$ cat src/rtl/glove_pkg.sv
// glove_pkg: shared constants, Q8.8 word, Conv window array and normalizer FSM states
package glove_pkg;
    localparam int N_CH = 8;
    localparam int WIN  = 5;
    localparam int DW   = 16;
    localparam int FRAC = 8;
    localparam int QW   = DW + FRAC;

    typedef logic signed [DW-1:0] word_t;
    typedef word_t window_t [N_CH*WIN];
    typedef enum logic [2:0] {IDLE, LOAD, DIV, STORE, SHIFT} state_t;

    localparam word_t Q_MAX = {1'b0, {(DW-1){1'b1}}};
    localparam word_t Q_MIN = {1'b1, {(DW-1){1'b0}}};
endpackage

$ cat src/rtl/fx_serial_div.sv
// fx_serial_div: restoring unsigned divider, one quotient bit per cycle MSB first, QW cycles
// from start to done; division by zero yields a zero quotient.
module fx_serial_div
    import glove_pkg::*;
(
    input  logic          clk,
    input  logic          rst_n,
    input  logic          clear,
    input  logic          start,
    input  logic [QW-1:0] dividend,
    input  logic [DW-1:0] divisor,
    output logic          busy,
    output logic          done,
    output logic [QW-1:0] quotient
);
    localparam int CNTW = $clog2(QW);

    logic [DW-1:0]   rem, dvs, rem_in, dvs_in, rem_nx;
    logic [QW-1:0]   quo, quo_in;
    logic [CNTW-1:0] cnt;
    logic [DW:0]     trial;
    logic            ge;

    // the start cycle already performs the first iteration so done lands QW cycles later
    assign rem_in   = start ? '0 : rem;
    assign quo_in   = start ? dividend : quo;
    assign dvs_in   = start ? divisor : dvs;
    assign trial    = {rem_in, quo_in[QW-1]};
    assign ge       = trial >= {1'b0, dvs_in};
    assign rem_nx   = ge ? DW'(trial - {1'b0, dvs_in}) : trial[DW-1:0];
    assign quotient = dvs == '0 ? '0 : quo;

    always_ff @(posedge clk or negedge rst_n) begin
        if (!rst_n) begin
            busy <= 1'b0;
            done <= 1'b0;
            cnt  <= '0;
            rem  <= '0;
            quo  <= '0;
            dvs  <= '0;
        end else if (clear) begin
            busy <= 1'b0;
            done <= 1'b0;
            cnt  <= '0;
        end else begin
            done <= 1'b0;
            if (start || busy) begin
                rem <= rem_nx;
                quo <= {quo_in[QW-2:0], ge};
                cnt <= start ? CNTW'(QW-1) : cnt - 1'b1;
            end
            if (start) begin
                dvs  <= divisor;
                busy <= 1'b1;
            end else if (busy && cnt == CNTW'(1)) begin
                busy <= 1'b0;
                done <= 1'b1;
            end
        end
    end
endmodule

$ cat src/rtl/norm_window.sv
// norm_window: normalizes a frame of signed samples to Q8.8 ((sample-mean)/std) with one shared
// serial divider, and keeps a sliding window of the last WIN frames per channel for Conv.
module norm_window
    import glove_pkg::*;
(
    input  logic          i_clk,
    input  logic          i_rst_n,
    input  logic          i_valid,
    output logic          o_ready,
    input  word_t         i_sample [N_CH],
    input  word_t         i_mean   [N_CH],
    input  logic [DW-1:0] i_std    [N_CH],
    input  logic          i_clear,
    output window_t       o_data,
    output logic          o_valid
);
    localparam int CW = $clog2(N_CH);
    localparam int FW = $clog2(WIN + 1);

    state_t        state, nxt;
    logic [CW-1:0] ch;
    logic [FW-1:0] fill;
    word_t         smp [N_CH], mn [N_CH], stage [N_CH];
    logic [DW-1:0] sd [N_CH];
    logic signed [DW:0] diff;
    logic [DW-1:0] mag;
    logic          neg, last_ch, sat;
    logic          div_busy, div_done;
    logic [QW-1:0] quo;
    word_t         res;

    assign o_ready = state == IDLE;
    assign last_ch = ch == CW'(N_CH - 1);
    assign diff    = {smp[ch][DW-1], smp[ch]} - {mn[ch][DW-1], mn[ch]};
    assign mag     = diff[DW] ? DW'(-diff) : diff[DW-1:0];
    // any quotient of 2^(DW-1) or more is out of range for either sign
    assign sat     = |quo[QW-1:DW-1];
    assign res     = sat ? (neg ? Q_MIN : Q_MAX) : word_t'(neg ? -quo[DW-1:0] : quo[DW-1:0]);

    fx_serial_div u_div (
        .clk      (i_clk),
        .rst_n    (i_rst_n),
        .clear    (i_clear),
        .start    (state == LOAD && !div_busy),
        .dividend ({mag, {FRAC{1'b0}}}),
        .divisor  (sd[ch]),
        .busy     (div_busy),
        .done     (div_done),
        .quotient (quo)
    );

    always_comb begin
        nxt = state;
        unique case (state)
            IDLE:    nxt = i_valid ? LOAD : IDLE;
            LOAD:    nxt = DIV;
            DIV:     nxt = div_done ? STORE : DIV;
            STORE:   nxt = last_ch ? SHIFT : LOAD;
            SHIFT:   nxt = IDLE;
            default: nxt = IDLE;
        endcase
    end

    always_ff @(posedge i_clk or negedge i_rst_n) begin
        if (!i_rst_n)
            state <= IDLE;
        else
            state <= i_clear ? IDLE : nxt;
    end

    always_ff @(posedge i_clk) begin
        if (o_ready && i_valid && !i_clear) begin
            smp <= i_sample;
            mn  <= i_mean;
            sd  <= i_std;
        end
    end

    always_ff @(posedge i_clk or negedge i_rst_n) begin
        if (!i_rst_n) begin
            ch      <= '0;
            fill    <= '0;
            neg     <= 1'b0;
            o_valid <= 1'b0;
            o_data  <= '{default: '0};
            stage   <= '{default: '0};
        end else if (i_clear) begin
            ch      <= '0;
            fill    <= '0;
            neg     <= 1'b0;
            o_valid <= 1'b0;
            o_data  <= '{default: '0};
            stage   <= '{default: '0};
        end else begin
            o_valid <= 1'b0;
            if (state == LOAD)
                neg <= diff[DW];
            if (state == STORE) begin
                stage[ch] <= res;
                ch        <= last_ch ? '0 : ch + 1'b1;
            end
            if (state == SHIFT) begin
                for (int c = 0; c < N_CH; c++) begin
                    for (int t = 0; t < WIN - 1; t++)
                        o_data[c*WIN+t] <= o_data[c*WIN+t+1];
                    o_data[c*WIN+WIN-1] <= stage[c];
                end
                fill    <= fill == FW'(WIN) ? fill : fill + 1'b1;
                o_valid <= fill >= FW'(WIN - 1);
            end
        end
    end
endmodule

$ cat config.mk
export PLATFORM = sky130hd
export DESIGN_NAME = norm_window
export DESIGN_NICKNAME = d
export VERILOG_FILES = /design/src/rtl/glove_pkg.sv /design/src/rtl/fx_serial_div.sv /design/src/rtl/norm_window.sv
export SDC_FILE = /design/constraint.sdc
export NUM_CORES = 1
export LEC_CHECK = 0
export CORE_AREA = 2 2 405 407
export DETAILED_ROUTE_END_ITERATION = 10
export DIE_AREA = 0 0 407 409
export PLACE_DENSITY = 0.6
export SLEW_MARGIN = 20
export SYNTH_ARGS = -nofsm -noshare
export SYNTH_HDL_FRONTEND = slang
export SYNTH_SLANG_ARGS = --single-unit
$ cat constraint.sdc
create_clock -name i_clk -period 22 [get_ports i_clk]
set_input_delay 4.4 -clock i_clk [delete_from_list [all_inputs] [get_ports i_clk]]
set_output_delay 4.4 -clock i_clk [all_outputs]
set_load 0.005 [all_outputs]
==> flow_summary.toml, run 1 <==
[place]
routabilityCongestion = 0.8510
dpl.hpwl_um = 116300
io_buffers = 1029

[logic_synthesis]
synth_top_area_share_pct = 43.02
synth-main-ff-cell = "dfrtp_1"
synth_most_common_cell = "nand2_1"
synthTopCellsByCount = "1434 x nand2_1, 842 x dfrtp_1, 738 x a21oi_1"
netlist_area_mm2 = 0.04898
yosysUniqueCellTypes = 75
ys_top_cells_by_area = "dfrtp_1 43%, edfxtp_1 24%, nand2_1 11%, a21oi_1 7.5%, clkbuf_1 2.3%"
syn_avg_cell_area_um2 = 10.71
synth-seq-area-share_pct = 66.56
yosys_warnings = 0
synth_area_leader_cell = "dfrtp_1"
syn-instance-count = 4573
syn_nets = 5003
synth-async-reset-ratio_pct = 68.68
synth_seq_cells = 1226
synth_edf_count = 384

[setup_path]
crit_end = "mn[36]$_DFFE_PP_"
worstReg2RegEnd = "u_div.rem[3]$_DFFE_PN0P_"
critPathMaxFanout = 187
required_ps = 22390
critical_path_class = "input pin to register"
startpoint = "i_valid"
r2r-start = "ch[2]$_DFFE_PN0P_"
arrival_ps = 8440
startpoint_type = "input pin"
r2r_slack_ps = 14100
reg2reg_depth = 28
end_kind = "register"

[routing]
num_vias = 38150
post_drt_via_cell_ratio = 4.913
wire_per_inst_um = 21.67
drc = 0
ant_nets = 0
drt_first_pass_iters = 6
drtIter0Drc = 3719
wl_um = 168300

[clocking]
cts_buffers = 136
postCtsSetupBuffers = 0
cts_tree = "yes"
post_cts_resized = 0
cts_hold_buffers = 0
clock-sinks = 1226
clkTransAtPathRegs_ps = 60
clkLatencyLatePin_ps = 780
cts.htree.levels = 4
clock_path_buffers = 3
root_buffer = "clkbuf_16"

[min_path]
hold_class = "register to register"

[timing]
whs_ps = 477.3
fin_crit_sh_pct = 36.58
max_freq_mhz = 124.3
min_period_ps = 8047
worst_pin_slew_ps = 1117
relSlewSlack_pct = 25.51
grt_setup_unrepaired = "false"
fin_setup_tns_ps = 0
hold_viol = 0
setup_violations = 0
drv_slew = 0
finalClockSkew_ps = 30.41

[global_route]
gr-total-overflow = 0
grt_start_max_net_pins = 208
grt_first_pass_wirelength_um = 244200
antenna_found_initial = 10
grt_pass1_vias = 37050
grt_use_total_pct = 19.58

[finish]
final_nets = 5905
drive_gt1_share_pct = 5.569
syn2layout_area_growth_pct = 34.56

[floorplan]
core_area_mm2 = 0.1620
start_util_pct = 30.23
die_w_um = 407
rows = 148
die_area_mm2 = 0.1665
fp.dieH_um = 409
ioPinCount = 1030

[pwr]
cellPowerDensity_mw_per_mm2 = 81.50
p_int_w = 0.003959
switching_share_pct = 26.30
p_leak_nw = 25.01
p_comb_share_pct = 12.0
p_clk_share_pct = 41.4
seq_power_share_pct = 46.6
irDropWorstVdd_uv = 75.64
p_switching_w = 0.001413

[flow_run]
cap_violations = 0

[run_status]
status = "completed"
-- cells by family (layout without fill, tap and decap cells) --
group                      Yosys count  after routing  synth area share [%]
AOI/OAI and AO/OA                 1252           1252                 15.23
buffers and inverters              345           1356                 2.657
DFF                               1226           1226                 66.56
adders and majority gates           42             42                 1.103
xor gates and xnor gates            37             37                0.6616
other                                0              6                     0
and+or+nand+nor                   1665           1665                 13.67
muxes                                6              6                0.1277
-- worst max-delay path: stages --
cell             delay [ps]
clkdlybuf4s50_1         610
and3_4                  780
buf_4                   710
buf_4                   870
buf_12                  630
-- power by group through the flow --
stage	logic [W]	registers [W]	clock network [W]
floorplan	0.000391	0.00254	0
global placement	0.000646	0.00254	0
detailed placement	0.000649	0.00255	0
CTS	0.000651	0.00250	0.00228
global route	0.000713	0.00251	0.00237
finish	0.000643	0.00250	0.00223
-- how the worst min path moves through the flow --
| stage | startpoint | end | depth (start not counted) |
|---|---|---|---|
| after global routing | stage[103]$_DFFE_PN0P_ | stage[103]$_DFFE_PN0P_ | 2 |
| after global placement | stage[55]$_DFFE_PN0P_ | stage[55]$_DFFE_PN0P_ | 2 |
| final | stage[40]$_DFFE_PN0P_ | stage[40]$_DFFE_PN0P_ | 2 |
| after CTS | stage[11]$_DFFE_PN0P_ | stage[11]$_DFFE_PN0P_ | 2 |
| after detailed placement | stage[57]$_DFFE_PN0P_ | stage[57]$_DFFE_PN0P_ | 2 |
| after floorplan | stage[101]$_DFFE_PN0P_ | stage[101]$_DFFE_PN0P_ | 2 |
-- cells in the final DEF (no fill, tap or decap), drive strengths merged, types with 8 or more instances in the layout --
master,Yosys,final
nand3,13,13
nand4,20,20
and3,24,24
a21o,14,14
nand2,1435,1435
nor2,63,63
a211oi,10,10
clkinv,1,33
clkbuf,297,198
clkdlybuf4s50,0,1027
nor3,26,26
a21oi,739,739
nor4,13,13
buf,26,60
nand2b,9,9
a22oi,133,133
a221oi,34,34
edfxtp,384,384
a31oi,25,25
dfrtp,842,842
a22o,96,96
and2,24,24
or3,9,9
inv,21,31
xnor2,18,18
xor2,19,19
o21a,8,8
o21ai,134,134
ha,40,40
-- cell type report --
class                   instances  area (um^2)
diodes                          6        15.01
clock buffers                 198         3849
clock inverters                49        496.7
fillers                     15480        96120
inverters                      22        82.58
multi-input cells            3002        15320
flip-flops and latches       1226        32600
well taps                    2175         2721
repair buffers               1087        10820
-- metal layers --
layer	share of wire (%)	track usage, %	up-vias
met4	4.2	8.474	4
met2	52	34.36	1263
li1	-	-	17690
met5	0.015	0	-
met1	39	23.19	18910
met3	5.7	3.744	277
-- per-stage QoR --
stage / setup WS [ps] / instance area [um^2] / instances / total power (W) / util [%]
final: 13950 / 65910 / 7765 / 0.005372 / 40.68
after global routing: 13510 / 65910 / 7763 / 0.005595 / 40.67
after CTS: 14070 / 65860 / 7758 / 0.005435 / 40.64
after detailed placement: 13230 / 61510 / 7511 / 0.003194 / 37.96
after global placement: 13320 / 61490 / 7511 / 0.003189 / 37.95
after floorplan: 7413 / 48980 / 4573 / 0.002928 / -
-- flip-flops by register name, indices dropped and copies added (netlist names), 3 cells and up --
name	count
u_div.dvs	16
state	3
stage	128
mn	128
sd	128
u_div.cnt	5
u_div.quo	24
fill	3
u_div.rem	16
smp	128
ch	3
o_data	640
No activity file was read; power rests on OpenSTA's default activity.
==> run 2: changes to the inputs <==
CORE_AREA = 2 2 396 398   (was 2 2 405 407)
DIE_AREA = 0 0 398 400   (was 0 0 407 409)
PLACE_DENSITY = 0.62   (was 0.6)
clock period = 7.56 ns   (was 22 ns; I/O delays follow)
==> run 2 against run 1 <==
Net effect:
- clock power increased to 3.0 times the previous value
- combinational power increased to 2.9 times the previous value
- highest routed layer unchanged
- critical endpoint is now u_div.rem[3]$_DFFE_PN0P_
- register-to-register slack got worse by 14000 ps
- via count increased by 0.43%
- setup slack got worse by 13000 ps
==> flow_summary.toml, run 2 (synthesis results as in run 1) <==
[run_status]
status = "completed"

[setup_path]
r2r-start = "ch[2]$_DFFE_PN0P_"
arrival_ps = 7640
required_ps = 8160
startpoint = "ch[2]$_DFFE_PN0P_"
critical_path_class = "register to register"
critPathMaxFanout = 31
worstReg2RegEnd = "u_div.rem[3]$_DFFE_PN0P_"
end_kind = "register"
reg2reg_depth = 24
startpoint_type = "register"
r2r_slack_ps = 520

[pwr]
fin_total_pwr_w = 0.01589
irDropWorstVdd_uv = 201.7
p_leak_nw = 25.18
cellPowerDensity_mw_per_mm2 = 240.4

[floorplan]
die_area_mm2 = 0.1592
fp.dieH_um = 400
start_util_pct = 31.58
die_w_um = 398
ioPinCount = 1030
rows = 145
core_area_mm2 = 0.1551

[finish]
largest_reg_flops = 640
final_nets = 5906
drive_gt1_share_pct = 5.894
regMostFlops = "o_data"
fill_cells = 14610
syn2layout_area_growth_pct = 35.00
final_cells = 7650
fin_area_mm2 = 0.06613
final_common_cell = "nand2_1"
layout_common_cells = "1432 x nand2_1, 1027 x clkdlybuf4s50_1, 842 x dfrtp_1"

[clocking]
clkTransAtPathRegs_ps = 60
clock-sinks = 1226
clock_path_buffers = 3
postCtsSetupBuffers = 0
cts_tree = "yes"
cts.htree.levels = 4
cts_buffers = 135
root_buffer = "clkbuf_16"
clkLatencyLatePin_ps = 780

[routing]
ant_nets = 0
num_vias = 38310
drtIter0Drc = 3361
post_drt_via_cell_ratio = 5.008
drt_first_pass_iters = 6
wire_per_inst_um = 22.54
wl_um = 172500
drc = 0

[place]
io_buffers = 1029
post-place-ws_ps = 420.2
place_area_mm2 = 0.06151
routabilityCongestion = 0.9534
place_inst = 7396
dpl.hpwl_um = 120100

[timing]
worst_pin_slew_ps = 1156
relSlewSlack_pct = 22.91
hold_viol = 0
fin_setup_tns_ps = 0
grt_setup_unrepaired = "false"
fin_crit_sh_pct = 93.12
max_freq_mhz = 142.1
drv_slew = 0
setup_violations = 0
finalWorstSetupSlack_ps = 520.4
min_period_ps = 7040
finalClockSkew_ps = 27.88

[min_path]
min_to = "stage[77]$_DFFE_PN0P_"
hp-start = "stage[77]$_DFFE_PN0P_"
hold_depth = 2
hold_class = "register to register"

[global_route]
antenna_found_initial = 12
grt_pass1_vias = 36900
gr-total-overflow = 0
grt_first_pass_wirelength_um = 248500
grt_use_total_pct = 20.86
grt_start_max_net_pins = 220

[flow_run]
cap_violations = 0
[run 2: metal layers]
| metal | vias up | part of all wire, % | global-route usage, % | routed length, um |
|---|---|---|---|---|
| met2 | 1371 | 51 | 35.73 | 87310 |
| met1 | 18970 | 40 | 26.15 | 68520 |
| met5 | - | 0.0075 | 0 | 13 |
| met4 | 2 | 3.4 | 7.867 | 5903 |
| li1 | 17720 | - | - | - |
| met3 | 253 | 6.2 | 3.831 | 10710 |
[run 2: timing repair]
action | CTS | global route
setup endpoints to repair | 0 | 16
hold buffers | 0 | 0
resized for setup | 0 | 2
[run 2: worst max path at each step]
stage | slack [ps] | to | cells after the start
2_1_floorplan | 300 | mn[0]$_DFFE_PP_ | 5
3_3_place_gp | 570 | u_div.rem[3]$_DFFE_PN0P_ | 26
3_5_place_dp | 420 | u_div.rem[3]$_DFFE_PN0P_ | 25
4_1_cts | 400 | u_div.rem[3]$_DFFE_PN0P_ | 25
5_1_grt | 60 | u_div.rem[3]$_DFFE_PN0P_ | 25
6_report | 520 | u_div.rem[3]$_DFFE_PN0P_ | 24
[run 2: metrics by stage]
step                util (%)  hold slack [ps]
global placement       39.64            461.8
floorplan                  -            449.7
global route           42.62            502.6
finish                 42.63            476.9
detailed placement     39.65            470.7
CTS                    42.59            483.3
[run 2: worst max-delay path: stages, from the launching register on]
cell and delay (ps):
dfrtp_1 650, and3_2 590, buf_4 340, a221oi_1 110, and3_1 250, fa_1 480
a211o_1 330, a211oi_2 320, a211oi_2 170, xor2_1 220, nor3_1 380, nand3_1 130
a22oi_1 230, mux2_1 390, o21ai_0 120, ha_1 230, nand2b_1 130, a21oi_1 90
o31a_1 270, o31a_1 300, o211ai_1 330, a31o_4 440, nor3_1 100, a31oi_1 150
a21oi_1 80
[run 2: layout make-up]
type	count	area, um^2	area share, %
Clock buffer	184	3855	5.830
Inverter	22	82.58	0.1249
Sequential cell	1226	32600	49.30
Clock inverter	59	698.2	1.056
Multi-Input combinational cell	3002	15330	23.19
Antenna cell	10	25.02	0.03784
Timing Repair Buffer	1089	10960	16.57
Tap cell	2058	2575	3.894
[run 2: power by group]
part           switching (W)  leakage, nW  total [W]  internal, W
clock network        0.00279         2.23    0.00671      0.00392
registers           0.000174         15.2    0.00729      0.00711
logic                0.00116         7.73    0.00189     0.000738
